### src/rtl/uartb_pkg.sv
// Shared types and sizing for the uartb transmitter/receiver pair.
// Latency: n/a (types and constants only).
// Backpressure: n/a.
//
// Contents: divider width, burst depth, TX/RX state encodings and the
// mid-bit offset helper used by the receiver.
package uartb_pkg;

  // Width of the bit-period divider; a bit lasts (divider + 1) clocks.
  localparam int DIV_W       = 9;

  // Number of bytes loaded by one transmit write in burst mode.
  localparam int BURST_BYTES = 4;

  // Pending-byte counter must hold 0..BURST_BYTES.
  localparam int PEND_W      = $clog2(BURST_BYTES + 1);

  typedef enum logic [1:0] {
    TX_IDLE  = 2'd0,
    TX_START = 2'd1,
    TX_DATA  = 2'd2,
    TX_STOP  = 2'd3
  } tx_state_t;

  typedef enum logic [1:0] {
    RX_IDLE  = 2'd0,
    RX_START = 2'd1,
    RX_DATA  = 2'd2,
    RX_STOP  = 2'd3
  } rx_state_t;

  // Offset from the start of a bit to its sampling point (truncated half).
  function automatic logic [DIV_W-1:0] mid_bit(input logic [DIV_W-1:0] div);
    return div >> 1;
  endfunction

endpackage

### src/rtl/uartb_rx.sv
// Serial receiver: 8N1 frames sampled at mid-bit into a one-deep buffer.
// Latency: q/dv update at the stop-bit sample, ~3 clocks of sync plus half a bit after stop begins.
// Backpressure: none; an unread byte is overwritten and flagged with o_ove.
//
// Ports:
//   clk, rst_n  : clock, async active-low reset
//   i_div       : current bit-period divider (bit = i_div + 1 clocks)
//   i_rxd       : raw serial input, idle high
//   i_rd        : CPU has consumed o_q; clears o_dv and o_ove
//   o_q         : last received byte
//   o_dv        : o_q holds an unread byte
//   o_fe        : stop bit of the last frame was low
//   o_ove       : a byte arrived while the previous one was still unread
module uartb_rx
  import uartb_pkg::*;
(
  input  logic             clk,
  input  logic             rst_n,
  input  logic [DIV_W-1:0] i_div,
  input  logic             i_rxd,
  input  logic             i_rd,
  output logic [7:0]       o_q,
  output logic             o_dv,
  output logic             o_fe,
  output logic             o_ove
);

  // Two-flop synchroniser plus one history flop for edge detection.
  logic r_sync1;
  logic r_sync2;
  logic r_prev;

  rx_state_t        r_state;
  rx_state_t        w_state_nxt;
  logic [DIV_W-1:0] r_cnt;
  logic [DIV_W-1:0] w_cnt_nxt;
  logic [2:0]       r_bit;
  logic [2:0]       w_bit_nxt;
  logic [7:0]       r_shift;
  logic [7:0]       w_shift_nxt;
  logic             w_done;
  logic             w_fall;
  logic [DIV_W-1:0] w_half;

  logic [7:0]       r_q;
  logic             r_dv;
  logic             r_fe;
  logic             r_ove;

  assign w_fall = r_prev & ~r_sync2;
  assign w_half = mid_bit(i_div);

  always_comb begin
    w_state_nxt = r_state;
    w_cnt_nxt   = r_cnt;
    w_bit_nxt   = r_bit;
    w_shift_nxt = r_shift;
    w_done      = 1'b0;
    case (r_state)
      RX_IDLE: begin
        if (w_fall) begin
          w_bit_nxt = 3'd0;
          // The cycle the edge is seen is already clock 0 of the start bit.
          // With a zero mid-bit offset that clock is itself the start-bit
          // sample, so go straight to data.
          if (w_half == '0) begin
            w_state_nxt = RX_DATA;
            w_cnt_nxt   = i_div;
          end else begin
            w_state_nxt = RX_START;
            w_cnt_nxt   = w_half - DIV_W'(1);
          end
        end
      end
      RX_START: begin
        if (r_cnt != '0) begin
          w_cnt_nxt = r_cnt - DIV_W'(1);
        end else if (r_sync2) begin
          // Line is high again at mid-bit: treat as a glitch.
          w_state_nxt = RX_IDLE;
        end else begin
          w_state_nxt = RX_DATA;
          w_cnt_nxt   = i_div;
        end
      end
      RX_DATA: begin
        if (r_cnt != '0) begin
          w_cnt_nxt = r_cnt - DIV_W'(1);
        end else begin
          w_shift_nxt = {r_sync2, r_shift[7:1]};
          w_bit_nxt   = r_bit + 3'd1;
          w_cnt_nxt   = i_div;
          if (r_bit == 3'd7) begin
            w_state_nxt = RX_STOP;
          end
        end
      end
      RX_STOP: begin
        if (r_cnt != '0) begin
          w_cnt_nxt = r_cnt - DIV_W'(1);
        end else begin
          w_done      = 1'b1;
          w_state_nxt = RX_IDLE;
        end
      end
      default: begin
        w_state_nxt = RX_IDLE;
      end
    endcase
  end

  always_ff @(posedge clk or negedge rst_n) begin
    if (!rst_n) begin
      r_sync1 <= 1'b1;
      r_sync2 <= 1'b1;
      r_prev  <= 1'b1;
      r_state <= RX_IDLE;
      r_cnt   <= '0;
      r_bit   <= '0;
      r_shift <= '0;
    end else begin
      r_sync1 <= i_rxd;
      r_sync2 <= r_sync1;
      r_prev  <= r_sync2;
      r_state <= w_state_nxt;
      r_cnt   <= w_cnt_nxt;
      r_bit   <= w_bit_nxt;
      r_shift <= w_shift_nxt;
    end
  end

  // Frame completion takes priority over a coincident read: the new byte
  // is valid, and the read only suppresses the overrun it would cause.
  always_ff @(posedge clk or negedge rst_n) begin
    if (!rst_n) begin
      r_q   <= '0;
      r_dv  <= 1'b0;
      r_fe  <= 1'b0;
      r_ove <= 1'b0;
    end else if (w_done) begin
      r_q   <= r_shift;
      r_dv  <= 1'b1;
      r_fe  <= ~r_sync2;
      r_ove <= (r_dv | r_ove) & ~i_rd;
    end else if (i_rd) begin
      r_dv  <= 1'b0;
      r_ove <= 1'b0;
    end
  end

  assign o_q   = r_q;
  assign o_dv  = r_dv;
  assign o_fe  = r_fe;
  assign o_ove = r_ove;

endmodule

### src/rtl/uartb_core.sv
// UART core: config register, 1/4-byte transmit holding register, TX FSM and receiver.
// Latency: start bit on txd one clock after the wrtx edge; rx byte at the stop-bit sample.
// Backpressure: wrtx is accepted only while thre=1 and dropped otherwise; rx overrun is flagged.
//
// Ports:
//   clk, rst_n      : clock, async active-low reset
//   d               : CPU write data
//   wrtx            : load holding register (d[7:0], or all four bytes in burst mode)
//   wrbaud          : load config, d[8:0] = divider, d[31] = burst mode
//   txd             : serial output, idle high
//   thre, tend      : holding register empty / transmitter fully idle
//   rxd, rd         : serial input / CPU has read q
//   q, dv, fe, ove  : receive byte, valid, framing error, overrun
module uartb_core
  import uartb_pkg::*;
(
  input  logic        clk,
  input  logic        rst_n,
  input  logic [31:0] d,
  input  logic        wrtx,
  input  logic        wrbaud,
  output logic        txd,
  output logic        thre,
  output logic        tend,
  input  logic        rxd,
  input  logic        rd,
  output logic [7:0]  q,
  output logic        dv,
  output logic        fe,
  output logic        ove
);

  // Config
  logic [DIV_W-1:0]  r_div;
  logic              r_mode;

  // Holding register: next byte to send always sits in r_hold[7:0].
  logic [31:0]       r_hold;
  logic [PEND_W-1:0] r_pend;

  // Transmitter
  tx_state_t         r_tx_state;
  tx_state_t         w_tx_state_nxt;
  logic [DIV_W-1:0]  r_tx_cnt;
  logic [DIV_W-1:0]  w_tx_cnt_nxt;
  logic [2:0]        r_tx_bit;
  logic [2:0]        w_tx_bit_nxt;
  logic [7:0]        r_tx_shift;
  logic [7:0]        w_tx_shift_nxt;
  logic              w_load;
  logic              w_accept;
  logic              w_txd;

  assign thre     = (r_pend == '0);
  assign tend     = (r_tx_state == TX_IDLE) && thre;
  assign w_accept = wrtx & thre;

  always_ff @(posedge clk or negedge rst_n) begin
    if (!rst_n) begin
      r_div  <= '0;
      r_mode <= 1'b0;
    end else if (wrbaud) begin
      r_div  <= d[DIV_W-1:0];
      r_mode <= d[31];
    end
  end

  // Accept and load are exclusive: a load needs r_pend != 0, which means
  // thre = 0 and any wrtx in that cycle is dropped.
  always_ff @(posedge clk or negedge rst_n) begin
    if (!rst_n) begin
      r_hold <= '0;
      r_pend <= '0;
    end else if (w_accept) begin
      r_hold <= d;
      r_pend <= r_mode ? PEND_W'(BURST_BYTES) : PEND_W'(1);
    end else if (w_load) begin
      r_hold <= {8'h00, r_hold[31:8]};
      r_pend <= r_pend - PEND_W'(1);
    end
  end

  // Every bit boundary reloads the counter from the live divider, so a
  // config write mid-frame takes effect from the next bit onward.
  always_comb begin
    w_tx_state_nxt = r_tx_state;
    w_tx_cnt_nxt   = r_tx_cnt;
    w_tx_bit_nxt   = r_tx_bit;
    w_tx_shift_nxt = r_tx_shift;
    w_load         = 1'b0;
    case (r_tx_state)
      TX_IDLE: begin
        if (r_pend != '0) begin
          w_load         = 1'b1;
          w_tx_state_nxt = TX_START;
          w_tx_cnt_nxt   = r_div;
          w_tx_shift_nxt = r_hold[7:0];
        end
      end
      TX_START: begin
        if (r_tx_cnt != '0) begin
          w_tx_cnt_nxt = r_tx_cnt - DIV_W'(1);
        end else begin
          w_tx_state_nxt = TX_DATA;
          w_tx_cnt_nxt   = r_div;
          w_tx_bit_nxt   = 3'd0;
        end
      end
      TX_DATA: begin
        if (r_tx_cnt != '0) begin
          w_tx_cnt_nxt = r_tx_cnt - DIV_W'(1);
        end else begin
          w_tx_shift_nxt = {1'b0, r_tx_shift[7:1]};
          w_tx_bit_nxt   = r_tx_bit + 3'd1;
          w_tx_cnt_nxt   = r_div;
          if (r_tx_bit == 3'd7) begin
            w_tx_state_nxt = TX_STOP;
          end
        end
      end
      TX_STOP: begin
        if (r_tx_cnt != '0) begin
          w_tx_cnt_nxt = r_tx_cnt - DIV_W'(1);
        end else if (r_pend != '0) begin
          // Chain straight into the next start bit: no idle gap.
          w_load         = 1'b1;
          w_tx_state_nxt = TX_START;
          w_tx_cnt_nxt   = r_div;
          w_tx_shift_nxt = r_hold[7:0];
        end else begin
          w_tx_state_nxt = TX_IDLE;
        end
      end
      default: begin
        w_tx_state_nxt = TX_IDLE;
      end
    endcase
  end

  always_ff @(posedge clk or negedge rst_n) begin
    if (!rst_n) begin
      r_tx_state <= TX_IDLE;
      r_tx_cnt   <= '0;
      r_tx_bit   <= '0;
      r_tx_shift <= '0;
    end else begin
      r_tx_state <= w_tx_state_nxt;
      r_tx_cnt   <= w_tx_cnt_nxt;
      r_tx_bit   <= w_tx_bit_nxt;
      r_tx_shift <= w_tx_shift_nxt;
    end
  end

  // txd decodes registered state only, so reset forces it high at once.
  always_comb begin
    w_txd = 1'b1;
    case (r_tx_state)
      TX_START: w_txd = 1'b0;
      TX_DATA:  w_txd = r_tx_shift[0];
      default:  w_txd = 1'b1;
    endcase
  end

  assign txd = w_txd;

  uartb_rx u_rx (
    .clk   (clk),
    .rst_n (rst_n),
    .i_div (r_div),
    .i_rxd (rxd),
    .i_rd  (rd),
    .o_q   (q),
    .o_dv  (dv),
    .o_fe  (fe),
    .o_ove (ove)
  );

endmodule

### config.mk
export PLATFORM = sky130hd
export DESIGN_NAME = uartb_core
export DESIGN_NICKNAME = d
export VERILOG_FILES = /design/src/rtl/uartb_pkg.sv /design/src/rtl/uartb_rx.sv /design/src/rtl/uartb_core.sv
export SDC_FILE = /design/constraint.sdc
export NUM_CORES = 1
export LEC_CHECK = 0
export CORE_AREA = 4 4 100 102
export DETAILED_ROUTE_END_ITERATION = 8
export DIE_AREA = 0 0 104 106
export GPL_TIMING_DRIVEN = 0
export PLACE_DENSITY = 0.86
export SYNTH_ARGS = -nofsm -noshare
export SYNTH_HDL_FRONTEND = slang
export SYNTH_SLANG_ARGS = --single-unit
### constraint.sdc
create_clock -name clk -period 4.5 [get_ports clk]
set_input_delay 0.675 -clock clk [delete_from_list [all_inputs] [get_ports clk]]
set_output_delay 0.675 -clock clk [all_outputs]
set_load 0.01 [all_outputs]
* Yosys cells after proc, flatten, opt, wreduce, memory -nomap -nowiden
Cells that the tools add are included.
** Storage, ports and cells
- Output and inout bits :: 14
- Register bits :: 103
- Bits of input ports :: 38
- Logic and storage cells :: 123
** Operators by class
- Multiplexer cells :: 50
- Bitwise operators :: 7
- Add/sub/neg operators :: 6
- Reductions and logical operators :: 21
- Equal/unequal tests :: 20
** Operators with widths (number)
- $mux W9 :: 9
- $mux W32 :: 2
- $pmux W9 S4 :: 1
- $pmux W9 S3 :: 1
- $mux W2 :: 12
- $mux W8 :: 3
- $pmux W8 S3 :: 1
- $mux W3 :: 7
- $reduce_bool A9 Y1 :: 2
- $sub A9 B1 Y9 const B :: 2
- $pmux W2 S4 :: 2
- $ne A2 B2 Y1 const B :: 7
- $pmux W3 S2 :: 2
- $reduce_and A3 Y1 :: 4
- $reduce_and A5 Y1 :: 2
- $logic_not A9 Y1 :: 1
- $sub A8 B1 Y9 const B :: 1
- $eq A2 B2 Y1 const B :: 4
- $mux W1 :: 8
- $ne A2 B1 Y1 const B :: 4
- $reduce_bool A2 Y1 :: 4
- $add A3 B1 Y3 const B :: 2
- $eq A3 B3 Y1 const B :: 2
- $reduce_bool A3 Y1 :: 2
- 12 further kinds :: 19

* Logic depth before layout (Yosys ltp)
Gate-level depths: netlist of the first run.
- Word-level depth :: 6
- Mapped depth :: 9
- Mapped depth without buffers :: 8

* Cells and area by module
Synthesis of the first run repeated with hierarchy kept, for this count alone.
** Unflattened totals
- Cell total of the unflattened synthesis :: 539
- Area, all modules :: 5686.7 µm²
** By module, submodules not included
- uartb_core :: area an instance 3583.4 µm², cells an instance 325, sequential area each 1676.6 µm², times used 1
- uartb_rx :: area an instance 2103.3 µm², cells an instance 214, sequential area each 904.6 µm², times used 1

* Worst setup path before layout of the first run
Ideal clock, no wire load.
- Path type :: reg-to-output
- From :: register r_tx_state[0]
- To :: output txd
- Data required time :: 3.825 ns
- Arrival :: 1.517 ns
- Path buffers :: 2
- Slack :: 2.308 ns
- Cell stages (with the launch flop) :: 6
- Cell sequence :: dfrtp_1 > inv_1 > ha_1 > clkbuf_1 > buf_1 > o21ai_0
** Between the ends
- Cells in the longest elaborated chain, start to end :: 2
- Elaborated cells on any way between the ends :: 3
- Classes of those cells :: eq/ne: 2; mux: 1
** RTL lines
- from (decl) :: RTL line uartb_core.sv:42 : tx_state_t r_tx_state;
- from (signal assigned) :: RTL line uartb_core.sv:147 : r_tx_state <= w_tx_state_nxt;
- $eq A2 B2 Y1 / $eq A2 B1 Y1 (equally long branches) :: RTL line uartb_core.sv:157 : case (r_tx_state)
- $pmux W1 S2 * :: RTL line uartb_core.sv:157
- to (decl) :: RTL line uartb_core.sv:22 : output logic txd,
Every way passes the cells marked *; elsewhere a longest branch is shown, timed or not.

* Final worst setup path of the first run
Ends and elaborated chain as after synthesis.

==> results.py, run 1 <==
metrics = {
    "outcome": {
        "status": "finished clean",
    },
    "clock_tree": {
        "htreeDepth": 3,
        "clock_path_buffers": 2,
        "tritoncts": "yes",
        "cts-resized-gates": 0,
        "cts_inserted_buffers": 9,
        "clock_latency_ns": 0.38,
        "cts_sinks": 103,
        "clockRootBuffer": "clkbuf_8",
        "path_clk_slew_ns": 0.11,
        "hold_buffers": 0,
        "post_cts_buffers": 0,
    },
    "global_routing": {
        "grt_pass1_wl_um": 22200,
        "grt_pass1_vias": 4557,
        "grt_usage": 0.248,
        "antenna_found_initial": 0,
        "gr-total-overflow": 0,
        "grt_max_degree": 54,
    },
    "power": {
        "p_leak_nw": 2.84,
        "ir_drop_v": 0.000360,
        "powerDensity_nw_per_um2": 646,
        "total_power_mw": 4.13,
    },
    "finish": {
        "area_growth_pct": 16.2,
        "final_common_cell": "dfrtp_1",
        "layout-drive-gt1-share": 0.111,
        "fin_nets": 674,
        "nFillCells": 676,
        "n_antenna_cell": 0,
        "final_cells": 733,
        "final_util": 0.702,
        "layout_common_cells": "dfrtp_1 (100), nand2_1 (80), nor2_1 (50), clkdlybuf4s50_1 (50), o21ai_0 (32)",
        "design_area_um2": 6390,
    },
    "drt": {
        "dr.pass1.iters": 5,
        "drt-vias-per-instance": 6.17,
        "dr_wl_met2_um": 6350,
        "drc_errors": 0,
        "drt_iter0_drc": 472,
        "wl_met3_um": 845,
        "wire_per_inst_um": 18.1,
        "vias": 4524,
        "top_layer": "met4",
        "wirelength_met1_um": 5660,
        "wl_um": 13200,
        "antenna_left": 0,
    },
    "timing": {
        "fin_crit_sh": 0.745,
        "worst_slew_pin_slew_ns": 0.718,
        "final.setup.worst_slack_ns": 1.15,
        "slew_violations": 0,
        "slew_headroom": 0.521,
        "hold_ws_ns": 0.324,
        "fin_worst_skew_ns": 0.0137,
        "setup_viol": 0,
        "min_period_ns": 3.35,
        "hold_viol_final": 0,
        "tns_ns": 0,
        "grt_setup_unrepaired": "false",
        "max_freq_mhz": 298,
    },
    "worst_setup_path": {
        "critical_path.max_fanout": 10,
        "cp_top_family": "buffers and inverters",
        "critPathBufInv": 4,
        "critPathMaxStageDelay_ns": 0.57,
        "crit_arrival_ns": 2.68,
        "required_ns": 3.83,
        "critPathCaptureType": "output port",
        "crit_slowest_cell": "clkdlybuf4s50_1",
        "cp-start-kind": "flop",
        "path_cells": "inv_1 > ha_1 > clkbuf_1 > buf_1 > nand2_1 > o21ai_0 > clkdlybuf4s50_1",
        "crit_type": "reg -> out",
    },
    "place": {
        "placedCellCount": 717,
        "placed_area_um2": 6170,
        "dp_hpwl_um": 9660,
        "place.gp.congestion": 0.893,
        "place_ws_ns": 1.57,
        "portBuffers": 51,
    },
    "job": {
        "cap_violations": 0,
    },
    "floorplan": {
        "dieWidth_um": 104,
        "die_h_um": 106,
        "io_pins": 52,
        "die-area_um2": 11000,
        "num_rows": 35,
        "start_util": 0.604,
        "core_um2": 9110,
    },
    "synthesis": {
        "yosysUniqueCellTypes": 67,
        "synth_flop_cell": "dfrtp_1",
        "synth_edf_count": 0,
        "syn_avg_cell_area_um2": 9.93,
        "ys_seq_area_frac": 0.469,
        "synthCells": 554,
        "ys_seq_elements": 103,
        "ys_warn_count": 0,
        "mappedNetlistNets": 611,
        "ys_async_sr_fraction": 1.00,
        "synth_area_um2": 5500,
    },
    "worst_hold_path": {
        "hp-class": "in -> async",
    },
}
## worst reg2reg max path, stage by stage (launching register included)
cell	delay (ns)
dfrtp_1	0.42
inv_1	0.09
ha_1	0.27
nor4b_1	0.49
nand2_1	0.19
buf_4	0.22
mux2_4	0.32
a221oi_2	0.26
o2bb2ai_1	0.12
## worst paths after layout
path	from	to	slack [ns]	depth (start not counted)
worst max-delay path	r_tx_state[0]	txd	1.15	7
worst min-delay path	rst_n	u_rx.r_cnt[2]	0.32	1
worst max register to register	u_rx.r_cnt[0]	u_rx.r_cnt[7]	1.99	8
worst min register to register	u_rx.r_sync1	u_rx.r_sync2	0.37	0
max in group asynchronous	rst_n	u_rx.r_sync1	3.43	2
min in group clk	u_rx.r_sync1	u_rx.r_sync2	0.37	0
## layout make-up
class / instances / area, um2 / area share
sequential: 103 / 2580 / 0.404
inverter: 21 / 78.8 / 0.0123
tap: 111 / 139 / 0.0217
buffer: 33 / 150 / 0.0235
multi-input combinational: 397 / 2690 / 0.421
timing repair buffer: 52 / 536 / 0.0838
clock inverter: 7 / 95.1 / 0.0149
clock buffer: 9 / 124 / 0.0194
## report_power, final
part           internal (mW)  total, mW  switching (mW)
combinational          0.865       2.04            1.18
sequential              1.21       1.45           0.236
clock                  0.276      0.639           0.363
## flip-flops by register name, summed over array words and instances (netlist names), 2 cells and up
name          flops
r_div             9
r_hold           32
r_pend            3
r_tx_bit          3
r_tx_cnt          9
r_tx_shift        8
r_tx_state        2
u_rx.o_q          8
u_rx.r_bit        3
u_rx.r_cnt        9
u_rx.r_shift      8
u_rx.r_state      2
## logic make-up after synthesis
family                   Yosys count  share of synthesized area
XOR/XNOR                          11                     0.0175
multiplexers                      48                     0.0939
buffers and inverters             54                     0.0416
flip-flops                       103                      0.469
adder cells (fa/ha/maj)           19                     0.0432
AO/OA/AOI/OAI                    144                      0.182
AND/OR/NAND/NOR                  175                      0.152
## metal layers
| layer | vias up | global-route usage |
|---|---|---|
| met2 | 175 | 0.407 |
| met5 | - | 0 |
| met4 | 0 | 0.0940 |
| li1 | 2103 | - |
| met3 | 38 | 0.0631 |
| met1 | 2208 | 0.320 |
## cell usage after synthesis, types with 5 or more instances
library cell / number / area (um2)
dfrtp_1: 100 / 2500
nand2_1: 80 / 300
nor2_1: 50 / 188
o21ai_0: 32 / 160
a21oi_1: 26 / 130
mux2_2: 25 / 282
clkbuf_1: 22 / 82.6
mux2i_1: 22 / 220
inv_1: 21 / 78.8
ha_1: 19 / 238
a221o_1: 16 / 160
o21ai_1: 8 / 40.0
a22o_1: 7 / 61.3
and2_1: 6 / 37.5
buf_2: 6 / 30.0
o22ai_1: 6 / 37.5
o31ai_1: 6 / 45.0
xor2_1: 6 / 52.6
a31oi_1: 5 / 31.3
nor3b_1: 5 / 37.5
xnor2_1: 5 / 43.8
Power figures use the tool's default switching activity.
==> inputs of run 2 (changes only) <==
Settings changed: CORE_AREA 4 4 100 102 to 4 4 103 105, DIE_AREA 0 0 104 106 to 0 0 107 109, PLACE_DENSITY 0.86 to 0.82.
Clock period 4.5 ns to 3.27 ns, I/O delays scaled along.
==> results.py, run 2 (synthesis results as in run 1) <==
metrics = {
    "drt": {
        "vias": 4498,
        "drt_iter0_drc": 303,
        "wire_per_inst_um": 17.0,
        "drt-vias-per-instance": 5.96,
        "dr.pass1.iters": 5,
        "wl_um": 12800,
        "antenna_left": 0,
        "drc_errors": 0,
    },
    "worst_setup_path": {
        "critPathMaxStageDelay_ns": 0.56,
        "crit_arrival_ns": 2.48,
        "path_cells": "inv_1 > ha_1 > clkbuf_1 > clkbuf_2 > nand2_1 > o21ai_0 > clkdlybuf4s50_1",
        "critPathCaptureType": "output port",
        "required_ns": 2.78,
        "cp-start-kind": "flop",
        "crit_slowest_cell": "clkdlybuf4s50_1",
        "crit_type": "reg -> out",
        "r2r_slack_ns": 0.73,
        "critical_path.max_fanout": 10,
    },
    "finish": {
        "final_common_cell": "dfrtp_1",
        "fin_nets": 674,
        "layout-drive-gt1-share": 0.113,
        "n_antenna_cell": 0,
        "largest_register": "r_hold",
        "layout_common_cells": "dfrtp_1 (100), nand2_1 (80), nor2_1 (50), clkdlybuf4s50_1 (50), o21ai_0 (32)",
        "largest_reg_flops": 32,
        "area_growth_pct": 16.1,
    },
    "timing": {
        "min_period_ns": 2.97,
        "fin_worst_skew_ns": 0.00756,
        "max_freq_mhz": 337,
        "setup_viol": 0,
        "worst_slew_pin_slew_ns": 0.653,
        "tns_ns": 0,
        "hold_viol_final": 0,
        "hold_ws_ns": 0.0865,
        "slew_violations": 0,
        "slew_headroom": 0.559,
        "fin_crit_sh": 0.907,
        "grt_setup_unrepaired": "false",
    },
    "clock_tree": {
        "clock_path_buffers": 2,
        "cts_sinks": 103,
        "clockRootBuffer": "clkbuf_8",
        "path_clk_slew_ns": 0.10,
        "cts_inserted_buffers": 9,
        "hold_buffers": 0,
        "post_cts_buffers": 0,
        "htreeDepth": 3,
        "tritoncts": "yes",
        "clock_latency_ns": 0.37,
    },
    "floorplan": {
        "die-area_um2": 11700,
        "die_h_um": 109,
        "dieWidth_um": 107,
        "io_pins": 52,
        "core_um2": 9640,
        "start_util": 0.571,
        "num_rows": 36,
    },
    "global_routing": {
        "grt_pass1_vias": 4460,
        "grt_max_degree": 65,
        "gr-total-overflow": 0,
        "grt_pass1_wl_um": 21500,
        "antenna_found_initial": 0,
        "grt_usage": 0.231,
    },
    "worst_hold_path": {
        "hp-class": "in -> async",
    },
    "outcome": {
        "status": "finished clean",
    },
    "power": {
        "total_power_mw": 5.53,
        "p_leak_nw": 2.83,
        "ir_drop_v": 0.000478,
        "powerDensity_nw_per_um2": 866,
    },
    "place": {
        "portBuffers": 51,
        "place.gp.congestion": 0.923,
        "dp_hpwl_um": 9470,
    },
    "job": {
        "cap_violations": 0,
    },
}
-- run 2: power by group --
| part | total, mW | internal, mW | switching (mW) |
|---|---|---|---|
| combinational | 2.78 | 1.19 | 1.59 |
| clock | 0.752 | 0.301 | 0.451 |
| sequential | 2.00 | 1.67 | 0.328 |
-- run 2: area by class of cell --
type	count	area (um2)
Tap cell	133	166
Fill cell	759	3250
Clock inverter	6	43.8
Clock buffer	10	138
Timing Repair Buffer	52	536
Inverter	21	78.8
Buffer	33	151
Multi-Input combinational cell	397	2690
Sequential cell	103	2580
-- run 2: metrics by stage --
stage	cell area, um2	setup WS [ns]	cells	utilization
2_1_floorplan	5500	1.19	554	-
3_3_place_gp	6180	-2.16	738	0.641
3_5_place_dp	6200	0.538	739	0.643
4_1_cts	6380	0.122	755	0.662
5_1_grt	6380	0.111	755	0.662
6_report	6380	0.303	755	0.662
-- run 2: worst paths after layout --
check | start | endpoint | cells past startpoint
hold / removal | rst_n | u_rx.r_cnt[1] | 1
setup reg to reg | u_rx.r_cnt[0] | u_rx.r_cnt[8] | 8
max in group asynchronous | rst_n | u_rx.r_sync2 | 2
min in group clk | u_rx.r_sync1 | u_rx.r_sync2 | 0
hold reg to reg | u_rx.r_sync1 | u_rx.r_sync2 | 0
setup / recovery | r_tx_state[0] | txd | 7
-- run 2: what timing repair did --
item                                    in CTS  in global routing
endpoints found under the setup margin       0                  1
gates resized for setup                      0                  1
endpoints found under the hold margin        0                  0
-- run 2: critical path: cells and delay by family, from the launching register on --
family                   cells  cell delay, ns
AO/OA/AOI/OAI                1            0.08
buffers and inverters        4            1.36
flip-flops                   1            0.43
AND/OR/NAND/NOR              1            0.07
adder cells (fa/ha/maj)      1            0.16
-- run 2: routing by layer --
metal,track usage,up-vias,routed length (um)
met5,0,-,0
met4,0.0868,0,314
met3,0.0533,32,794
met2,0.377,170,6130
met1,0.304,2189,5560
li1,-,2107,-
==> inputs of run 3 (changes only) <==
Settings changed: PLACE_DENSITY 0.82 to unset, PLACE_DENSITY_LB_ADDON set to 0.05.
==> results.py, run 3 (synthesis results as in run 1) <==
metrics = {
    "drt": {
        "antenna_left": 0,
        "wl_um": 12900,
        "vias": 4339,
        "drt-vias-per-instance": 5.75,
        "drt_iter0_drc": 220,
        "wire_per_inst_um": 17.0,
        "drc_errors": 0,
        "dr.pass1.iters": 5,
    },
    "power": {
        "ir_drop_v": 0.000502,
        "p_int_mw": 3.23,
        "total_power_mw": 5.61,
        "p_leak_nw": 2.83,
        "p_sw_frac": 0.425,
        "powerDensity_nw_per_um2": 876,
        "pwr-share-clk": 0.151,
        "power.share.sequential": 0.355,
        "combPwrFrac": 0.494,
        "p_sw_mw": 2.39,
    },
    "clock_tree": {
        "path_clk_slew_ns": 0.10,
        "tritoncts": "yes",
        "htreeDepth": 3,
        "hold_buffers": 0,
        "clock_path_buffers": 2,
        "cts_inserted_buffers": 9,
        "cts_sinks": 103,
        "clock_latency_ns": 0.39,
        "clockRootBuffer": "clkbuf_8",
    },
    "worst_setup_path": {
        "setup.worst_path.start": "r_tx_state[0]",
        "critPathMaxStageDelay_ns": 0.56,
        "path_cells": "inv_1 > ha_1 > clkbuf_1 > buf_2 > nand2_1 > o21ai_0 > clkdlybuf4s50_1",
        "r2r_slack_ns": 0.64,
        "cp-start-kind": "flop",
        "crit_arrival_ns": 2.58,
        "required_ns": 2.78,
        "reg2reg_from": "u_rx.r_cnt[0]",
        "crit_slowest_cell": "clkdlybuf4s50_1",
        "critical_path.max_fanout": 10,
        "critPathCaptureType": "output port",
        "crit_type": "reg -> out",
    },
    "global_routing": {
        "grt_max_degree": 60,
        "grt_pass1_wl_um": 21200,
        "antenna_found_initial": 0,
        "gr-total-overflow": 0,
        "grt_usage": 0.232,
        "grt_pass1_vias": 4203,
    },
    "timing": {
        "slew_violations": 0,
        "setup_viol": 0,
        "min_period_ns": 3.07,
        "slew_headroom": 0.568,
        "fin_worst_skew_ns": 0.0149,
        "final.setup.worst_slack_ns": 0.201,
        "hold_viol_final": 0,
        "max_freq_mhz": 326,
        "fin_crit_sh": 0.939,
        "worst_slew_pin_slew_ns": 0.639,
        "grt_setup_unrepaired": "false",
    },
    "finish": {
        "final_util": 0.665,
        "seqCellArea_um2": 2580,
        "fin_nets": 674,
        "multiInputGateArea_um2": 2690,
        "largest_register": "r_hold",
        "layout-drive-gt1-share": 0.111,
        "final_common_cell": "dfrtp_1",
        "area_growth_pct": 16.5,
        "largest_reg_flops": 32,
        "layout_common_cells": "dfrtp_1 (100), nand2_1 (80), nor2_1 (50), clkdlybuf4s50_1 (50), o21ai_0 (32)",
        "n_antenna_cell": 0,
        "nFillCells": 804,
    },
    "job": {
        "cap_violations": 0,
    },
    "floorplan": {
        "start_util": 0.571,
        "dieWidth_um": 107,
        "num_rows": 36,
        "core_um2": 9640,
        "io_pins": 52,
        "die_h_um": 109,
        "die-area_um2": 11700,
    },
    "place": {
        "place_ws_ns": 0.450,
        "place.gp.congestion": 0.916,
        "dp_hpwl_um": 9390,
        "portBuffers": 51,
    },
    "outcome": {
        "status": "finished clean",
    },
    "worst_hold_path": {
        "hp-class": "in -> async",
    },
}
[run 3: repair_timing]
item	4_1_cts	5_1_grt
gates resized for setup	1	0
setup buffers	0	0
endpoints found under the setup margin	1	0
[run 3: power groups by stage]
stage	combinational, mW	clock [mW]	sequential, mW
after global routing	3.10	0.922	2.04
after CTS	2.76	0.868	1.99
after global placement	2.67	0	2.00
final	2.77	0.848	1.99
after floorplan	2.12	0	1.92
after detailed placement	2.75	0	2.01
[run 3: area by class of cell]
cell class / instances / share of cell area
multi-input combinational: 397 / 0.420
sequential: 103 / 0.403
timing repair buffer: 52 / 0.0836
tap: 133 / 0.0260
buffer: 33 / 0.0236
clock buffer: 10 / 0.0199
inverter: 21 / 0.0123
clock inverter: 6 / 0.0119
[run 3: per-stage QoR]
step | setup TNS, ns | cells | hold slack, ns | instance area (um2)
after CTS | 0 | 755 | 0.119 | 6410
after global routing | 0 | 755 | 0.126 | 6410
after global placement | -222.44 | 738 | 0.346 | 6180
final | 0 | 755 | 0.105 | 6410
after detailed placement | 0 | 739 | 0.350 | 6200
after floorplan | 0 | 554 | 0.195 | 5500
[run 3: critical path, delay by kind of cell (launching register included)]
family                   cells  cell delay (ns)
adder cells (fa/ha/maj)      1             0.17
AND/OR/NAND/NOR              1             0.07
buffers and inverters        4             1.44
flip-flops                   1             0.43
AO/OA/AOI/OAI                1             0.08
[run 3: final timing paths]
check,endpoint,depth (start not counted)
max,txd,7
min,u_rx.r_cnt[1],1
max reg2reg,u_rx.r_cnt[8],8
min reg2reg,u_rx.r_sync2,0
max in group asynchronous,u_rx.r_sync1,2
min in group clk,u_rx.r_sync2,0
[run 3: layer usage]
| layer | track usage | up-vias | wire [um] |
|---|---|---|---|
| met1 | 0.324 | 2119 | 6140 |
| li1 | - | 2108 | - |
| met5 | 0 | - | 0 |
| met2 | 0.365 | 98 | 5970 |
| met3 | 0.0562 | 14 | 567 |
| met4 | 0.0603 | 0 | 189 |
